<file path="src/rtl/csa_pipe_adder.sv">
// Pipelined carry-select adder, WIDTH split into BLK-bit blocks, BLK_PER_STG blocks per stage; optional subtract via CSA_SUB_EN.
// Latency STAGES cycles; one result per cycle. Global stall: every stage advances only when o_valid=0 or i_ready=1.
module csa_pipe_adder #(
  parameter int WIDTH       = 64,
  parameter int BLK         = 4,
  parameter int BLK_PER_STG = 4
) (
  input  logic             i_clk,
  input  logic             i_rst_n,
  input  logic             i_valid,
  output logic             o_ready,
  input  logic [WIDTH-1:0] i_add_term1,
  input  logic [WIDTH-1:0] i_add_term2,
  input  logic             i_cin,
`ifdef CSA_SUB_EN
  input  logic             i_sub,
`endif
  output logic             o_valid,
  input  logic             i_ready,
  output logic [WIDTH-1:0] o_sum,
  output logic             o_cout
);

  localparam int NBLK   = (WIDTH + BLK - 1) / BLK;
  localparam int STAGES = (NBLK + BLK_PER_STG - 1) / BLK_PER_STG;

  logic [WIDTH-1:0] a_q   [STAGES];
  logic [WIDTH-1:0] b_q   [STAGES];
  logic [WIDTH-1:0] sum_q [STAGES];
  logic [WIDTH-1:0] a_d   [STAGES];
  logic [WIDTH-1:0] b_d   [STAGES];
  logic [WIDTH-1:0] sum_d [STAGES];
  logic [STAGES-1:0] c_q, c_d, vld_q, vld_d;

  // Stage-input view: entry 0 is the primary input, entry s+1 is register stage s.
  logic [WIDTH-1:0] a_p   [STAGES+1];
  logic [WIDTH-1:0] b_p   [STAGES+1];
  logic [WIDTH-1:0] sum_p [STAGES+1];
  logic [STAGES:0]  c_p, vld_p;

  logic [WIDTH-1:0] b_in;
  logic             cin_in;
  logic             adv;

  logic [WIDTH-1:0] a_t, b_t, s_t;
  logic             c_t, c0, c1;
  logic [BLK-1:0]   t0, t1;

  always_comb begin
    b_in   = i_add_term2;
    cin_in = i_cin;
`ifdef CSA_SUB_EN
    if (i_sub) begin
      b_in   = ~i_add_term2;
      cin_in = 1'b1;
    end
`endif
  end

  always_comb begin
    a_p[0]   = i_add_term1;
    b_p[0]   = b_in;
    sum_p[0] = '0;
    c_p[0]   = cin_in;
    vld_p[0] = i_valid;
    for (int s = 0; s < STAGES; s++) begin
      a_p[s+1]   = a_q[s];
      b_p[s+1]   = b_q[s];
      sum_p[s+1] = sum_q[s];
      c_p[s+1]   = c_q[s];
      vld_p[s+1] = vld_q[s];
    end
  end

  always_comb begin
    a_t = '0;
    b_t = '0;
    s_t = '0;
    c_t = 1'b0;
    c0  = 1'b0;
    c1  = 1'b0;
    t0  = '0;
    t1  = '0;
    for (int s = 0; s < STAGES; s++) begin
      a_t = a_p[s];
      b_t = b_p[s];
      s_t = sum_p[s];
      c_t = c_p[s];
      for (int k = 0; k < BLK_PER_STG; k++) begin
        // Block 0 ripples with the true carry-in; others precompute both carries.
        if (s * BLK_PER_STG + k == 0) begin
          c0 = c_t;
          c1 = c_t;
        end else begin
          c0 = 1'b0;
          c1 = 1'b1;
        end
        t0 = '0;
        t1 = '0;
        for (int j = 0; j < BLK; j++) begin
          if ((s * BLK_PER_STG + k) < NBLK && ((s * BLK_PER_STG + k) * BLK + j) < WIDTH) begin
            t0[j] = a_t[(s * BLK_PER_STG + k) * BLK + j] ^ b_t[(s * BLK_PER_STG + k) * BLK + j] ^ c0;
            c0    = (a_t[(s * BLK_PER_STG + k) * BLK + j] & b_t[(s * BLK_PER_STG + k) * BLK + j]) |
                    (c0 & (a_t[(s * BLK_PER_STG + k) * BLK + j] ^ b_t[(s * BLK_PER_STG + k) * BLK + j]));
            t1[j] = a_t[(s * BLK_PER_STG + k) * BLK + j] ^ b_t[(s * BLK_PER_STG + k) * BLK + j] ^ c1;
            c1    = (a_t[(s * BLK_PER_STG + k) * BLK + j] & b_t[(s * BLK_PER_STG + k) * BLK + j]) |
                    (c1 & (a_t[(s * BLK_PER_STG + k) * BLK + j] ^ b_t[(s * BLK_PER_STG + k) * BLK + j]));
            s_t[(s * BLK_PER_STG + k) * BLK + j] = c_t ? t1[j] : t0[j];
          end
        end
        if ((s * BLK_PER_STG + k) < NBLK) begin
          c_t = c_t ? c1 : c0;
        end
      end
      // The last stage has no upper operand bits left to carry forward.
      a_d[s]   = (s == STAGES - 1) ? '0 : a_t;
      b_d[s]   = (s == STAGES - 1) ? '0 : b_t;
      sum_d[s] = s_t;
      c_d[s]   = c_t;
      vld_d[s] = vld_p[s];
    end
  end

  assign o_valid = vld_p[STAGES];
  assign o_sum   = sum_p[STAGES];
  assign o_cout  = c_p[STAGES];
  assign adv     = ~o_valid | i_ready;
  assign o_ready = adv;

  always_ff @(posedge i_clk or negedge i_rst_n) begin
    if (!i_rst_n) begin
      for (int s = 0; s < STAGES; s++) begin
        a_q[s]   <= '0;
        b_q[s]   <= '0;
        sum_q[s] <= '0;
      end
      c_q   <= '0;
      vld_q <= '0;
    end else if (adv) begin
      for (int s = 0; s < STAGES; s++) begin
        a_q[s]   <= a_d[s];
        b_q[s]   <= b_d[s];
        sum_q[s] <= sum_d[s];
      end
      c_q   <= c_d;
      vld_q <= vld_d;
    end
  end

endmodule

</file>
<file path="config.mk">
export PLATFORM = sky130hd
export DESIGN_NAME = csa_pipe_adder
export DESIGN_NICKNAME = d
export VERILOG_FILES = /design/src/rtl/csa_pipe_adder.sv
export SDC_FILE = /design/constraint.sdc
export NUM_CORES = 1
export LEC_CHECK = 0
export ABC_AREA = 1
export BUFFER_PORTS_ARGS = -buffer_cell sky130_fd_sc_hd__buf_2
export CAP_MARGIN = 5
export CELL_PAD_IN_SITES_DETAIL_PLACEMENT = 1
export CELL_PAD_IN_SITES_GLOBAL_PLACEMENT = 2
export CORE_UTILIZATION = 39
export CTS_CLUSTER_DIAMETER = 100
export DETAILED_ROUTE_END_ITERATION = 8
export PLACE_DENSITY = 0.88
export SLEW_MARGIN = 20
export SYNTH_ARGS = -nofsm -noshare
export SYNTH_HDL_FRONTEND = slang
export SYNTH_SLANG_ARGS = --single-unit
</file>
<file path="constraint.sdc">
create_clock -name i_clk -period 11.6 [get_ports i_clk]
set_input_delay 1.16 -clock i_clk [delete_from_list [all_inputs] [get_ports i_clk]]
set_output_delay 1.16 -clock i_clk [all_outputs]
set_load 0.05 [all_outputs]
</file>
# After elaboration in Yosys (flattened, before gate mapping)

Index checks and enable logic that the tools add are counted.

ROM bits: 0
Register bits after elaboration: 552
Bits in latches: 0
Memories kept: 0
Bits in writable memories: 0

Reduce and logical (&&, ||, !) cells: 0
Mux-type cells: 75
$mul: 0
$add $sub $neg: 0
Bitwise logic cells: 442
Div/mod/pow operators: 0
Eq/ne operators: 0
Shifts and indexed selects: 0
$lt $le $gt $ge: 0

Operator list:

| operator          | number |
|---|---|
| bitwise AND 1 bit | 158 |
| bitwise XOR 1 bit | 158 |
| bitwise OR 1 bit  | 110 |
| two-way mux 1 bit | 75 |
| inverter 1 bit    | 16 |

# Logic depth before layout (Yosys ltp)

Depth after elaboration: 12
Mapped depth: 26

# Worst setup path before layout

OpenSTA, ideal clock, no wires.

Path kind: input port to flip-flop
Start point: input port i_add_term1[0]
End point: register sum_q (netlist bit sum_d[143])
Path buffers: 0
Slack: 5.340 ns
Cell stages on the path: 23
Data arrival time: 6.177 ns
Library setup time: 0.083 ns
Data required time: 11.517 ns
Path through: fa_1 fa_1 fa_1 inv_1 fa_1 o21ai_0 fa_1 fa_1 inv_1 fa_1 o21ai_0 fa_1 fa_1 inv_1 fa_1 inv_1 o21ai_0 fa_1 inv_1 fa_1 inv_1 fa_1 o21ai_0

Longest elaborated chain between the ends: 12

Ends and longest elaborated chain:

| what                                | RTL line | text |
|---|---|---|
| from (decl)                         | 12       | `input logic [WIDTH-1:0] i_add_term1,` |
| bitwise XOR 1 bit                   | 104, 107 |  |
| bitwise AND 1 bit                   | 104, 107 |  |
| bitwise OR 1 bit (*)                | 103, 106 |  |
| bitwise AND 1 bit (*)               | 104, 107 |  |
| bitwise OR 1 bit (*)                | 103, 106 |  |
| bitwise AND 1 bit (*)               | 104, 107 |  |
| bitwise OR 1 bit (*)                | 103, 106 |  |
| bitwise AND 1 bit (*)               | 104, 107 |  |
| bitwise OR 1 bit (*)                | 103, 106 |  |
| two-way mux 1 bit (*) (2 in series) | 112      | `c_t = c_t ? c1 : c0;` |
| two-way mux 1 bit (*)               | 108      | `s_t[(s * BLK_PER_STG + k) * BLK + j] = c_t ? t1[j] : t0[j];` |
| to (signal, indexed assignment)     | 143      | `sum_q[s] <= sum_d[s];` |
| to (decl)                           | 29       | `logic [WIDTH-1:0] sum_q [STAGES];` |

Every way passes the cells marked *; elsewhere a longest branch is shown, timed or not.
A chain may end at the register's enable or synchronous reset.

# Worst setup path after layout

Start point: register a_q (netlist bit a_d[144])
End point: register sum_q (netlist bit sum_d[95])

Longest elaborated chain between the ends: 12

Ends and longest elaborated chain:

| what                                                   | RTL line      | text |
|---|---|---|
| from (decl)                                            | 27            | `logic [WIDTH-1:0] a_q [STAGES];` |
| from (signal, indexed assignment)                      | 141           | `a_q[s] <= a_d[s];` |
| bitwise AND 1 bit or bitwise XOR 1 bit (tied branches) | 103, 106, 107 |  |
| bitwise OR 1 bit                                       | 106           | `c1 = (a_t[(s * BLK_PER_STG + k) * BLK + j] & b_t[(s * BLK_PER_STG + k) * BLK + j]) \|` |
| bitwise AND 1 bit                                      | 107           | `(c1 & (a_t[(s * BLK_PER_STG + k) * BLK + j] ^ b_t[(s * BLK_PER_STG + k) * BLK + j]));` |
| bitwise OR 1 bit                                       | 106           |  |
| bitwise AND 1 bit                                      | 107           |  |
| bitwise OR 1 bit                                       | 106           |  |
| bitwise AND 1 bit                                      | 107           |  |
| bitwise OR 1 bit                                       | 106           |  |
| two-way mux 1 bit (*) (3 in series)                    | 112           |  |
| two-way mux 1 bit (*)                                  | 108           |  |

Marked as above.

==> impl_results.md <==
* Postcts setup bufs at 0
* Placer's final routability congestion estimate at 0.7267
* DRT antenna net count at 0
* Grt total ovfl at 0
* Util after Layout at 46.21%
* Drc violations at 0
* IR Drop Worst-Case VDD at 0.0001158 V
* Synth top area share at 58.95%
* I/O pins at 200
* Top post-synthesis cells by area: dfrtp_1 (59%), nand2_1 (17%), o21ai_0 (7.2%)
* Fmax at 154.3 MHz
* Worst clock skew at 0.01160 ns
* Max-slew violations at 0
* Worst skew pair latency at 0.55 ns
* Die Area at 39,980 um2
* Vias in the first global route at 11,073
* Area grow syn2layout at 16.85%
* Final #Nets at 2,005
* Initial antenna violation count at 1
* Synth Net Count at 1,837
* Hold Crit Class: reg -> reg
* Critical Path Start Type: flop
* Die Ht at 200.0 um
* Post-DR vias/cell at 4.623
* Clock root buffer: clkbuf_16
* RSZ-0062 raised after global routing: false
* Area leader, netlist: dfrtp_1
* DR WL/cell at 14.37 um
* Vias at 10,808
* Hold Fails Final Rpt at 0
* Synth unique cells at 13
* Total GRT Usage at 17.39%
* Total Routed Length at 33,590 um
* DR pass1 iterations at 6
* Crit Path Class: reg -> reg
* Critical path fanouts, max at 3
* First-pass GRT wire length at 55,520 um
* Core box area at 38,650 um2
* Sequential fraction of the synthesis area at 58.95%
* CTS tree: done
* Max-cap violations at 0
* Commonest non-fill, non-tap cell in the layout: nand2_1
* Clk pin slew, worst setup/hold paths at 0.06 ns
* Crit-path max cell delay at 0.42 ns
* Row count at 72
* IO Port Bufs at 199
* Detail Placement HPWL at 21,700 um
* Synth Instances at 1,625
* # fillers at 4,458
* Maximum root-to-sink buffer count at 3
* Crit end category: flop
* Initial Util at 39.54%
* Num Clock Sinks at 360
* Setup violators final at 0
* Finished Cell Area at 17,860 um2
* # hold bufs at CTS at 0
* Tcrit/Tclk final at 55.87%
* DP Area at 16,560 um2
* Synth Warn # at 0
* Worst hold slack at 0.4608 ns
* # diodes at 0
* H-tree levels at 2
* Rel. slew slack at 31.02%
* CTS Buf Count at 40
* Largest net degree at the start of global routing at 225
* Setup TNS at 0 ns
* Tmin final at 6.481 ns
* Slowest cell on the critical path: fa_1
* Leakage Power at 9.384 nW
* # resized after CTS at 0
* Synthesized area at 15,280 um2
* Synth Register Bits at 360
* Width of the chip at 200.0 um
* Most frequent cells in the layout: nand2_1 (696), dfrtp_1 (360), o21ai_0 (221)
* Pwr/cell area at 291.8 nW/um2
* Worst-margin pin slew at 1.035 ns
* Arrival time worst endpoint at 6.93 ns
* Worst-path cell chain: ha_1, nand2_1, o21ai_0, fa_1, fa_1, fa_1, inv_1, o21ai_0, fa_1, fa_1, fa_1, inv_1, o21ai_0, fa_1, fa_1, fa_1, inv_1, o21ai_0, fa_1, fa_1, inv_1, fa_1, o21ai_0
* Share of layout cells above drive strength 1 at 14.67%
* Mapped Avg Cell Area at 9.404 um2
* Required time of the critical path at 12.05 ns
* Status: completed
* Iteration-0 DRC count of the detailed router at 488
* CP dominant cell by count: fa_1
sequential cells by signal, indices dropped and copies added, names as in the netlist:
signal  flops
a_d        80
a_t        16
b_d        80
b_t        16
c_q         4
o_sum      64
s_t        48
sum_d      48
vld_q       4
logic make-up after synthesis:
family | after synthesis | synth area share, %
fa+ha+maj | 79 | 8.875
compound gates | 221 | 7.238
flops | 360 | 58.95
buf+inv | 252 | 7.270
simple gates | 713 | 17.67
cell type report:
class,instances,area [um2],area share [%]
sequential,360,9009,50.45
multi-input combinational,1013,5181,29.01
clock buffer,56,1142,6.397
timing repair buffer,205,1080,6.047
inverter,173,649.4,3.636
tap,518,648.1,3.629
clock inverter,13,147.6,0.8268
critical path, delay by kind of cell, from the launching register on:
| family | cells | cell delay [ns] |
|---|---|---|
| buffers and inverters | 4 | 0.38 |
| flip-flops | 1 | 0.39 |
| adder cells (fa/ha/maj) | 13 | 4.95 |
| AO/OA/AOI/OAI | 5 | 0.59 |
| AND/OR/NAND/NOR | 1 | 0.07 |
worst paths after layout:
check	slack, ns	to	depth (start not counted)	startpoint
worst min-delay path	0.46	vld_q[3]	2	vld_q[2]
min in group asynchronous	0.66	a_d[172]	1	i_rst_n
worst min register to register	0.46	vld_q[3]	2	vld_q[2]
worst max-delay path	5.12	sum_d[95]	23	a_d[144]
max in group asynchronous	9.52	sum_d[140]	2	i_rst_n
worst max register to register	5.12	sum_d[95]	23	a_d[144]
routing by layer:
layer	routed length, um	track usage, %	vias to the layer above
met1	15460	23.44	5323
met4	703	4.948	0
li1	-	-	5283
met2	16300	28.56	150
met3	1133	3.427	52
met5	0	0	-
stage by stage:
step / worst slack [ns] / instances / power [mW]
after floorplan: 5.340 / 1625 / 3.457
after global placement: 4.953 / 2269 / 3.901
after detailed placement: 4.753 / 2269 / 4.022
after CTS: 5.106 / 2338 / 5.318
after global routing: 4.791 / 2338 / 5.645
final: 5.119 / 2338 / 5.211
power by group:
| group | leakage [nW] | switching, mW | total (mW) | internal (mW) |
|---|---|---|---|---|
| combinational | 4.39 | 1.31 | 1.88 | 0.567 |
| clock | 0.629 | 0.497 | 1.25 | 0.751 |
| sequential | 4.36 | 0.281 | 2.08 | 1.80 |
| total | 9.38 | 2.09 | 5.21 | 3.12 |
synth_stat cells:
master	instances
nand3_1	15
buf_4	6
nor2_2	1
ha_1	30
inv_1	173
buf_6	12
o21ai_0	221
clkbuf_1	19
buf_2	42
dfrtp_1	360
nand2_2	1
fa_1	49
nand2_1	696
Note: power is estimated with default switching activity, not from simulation.
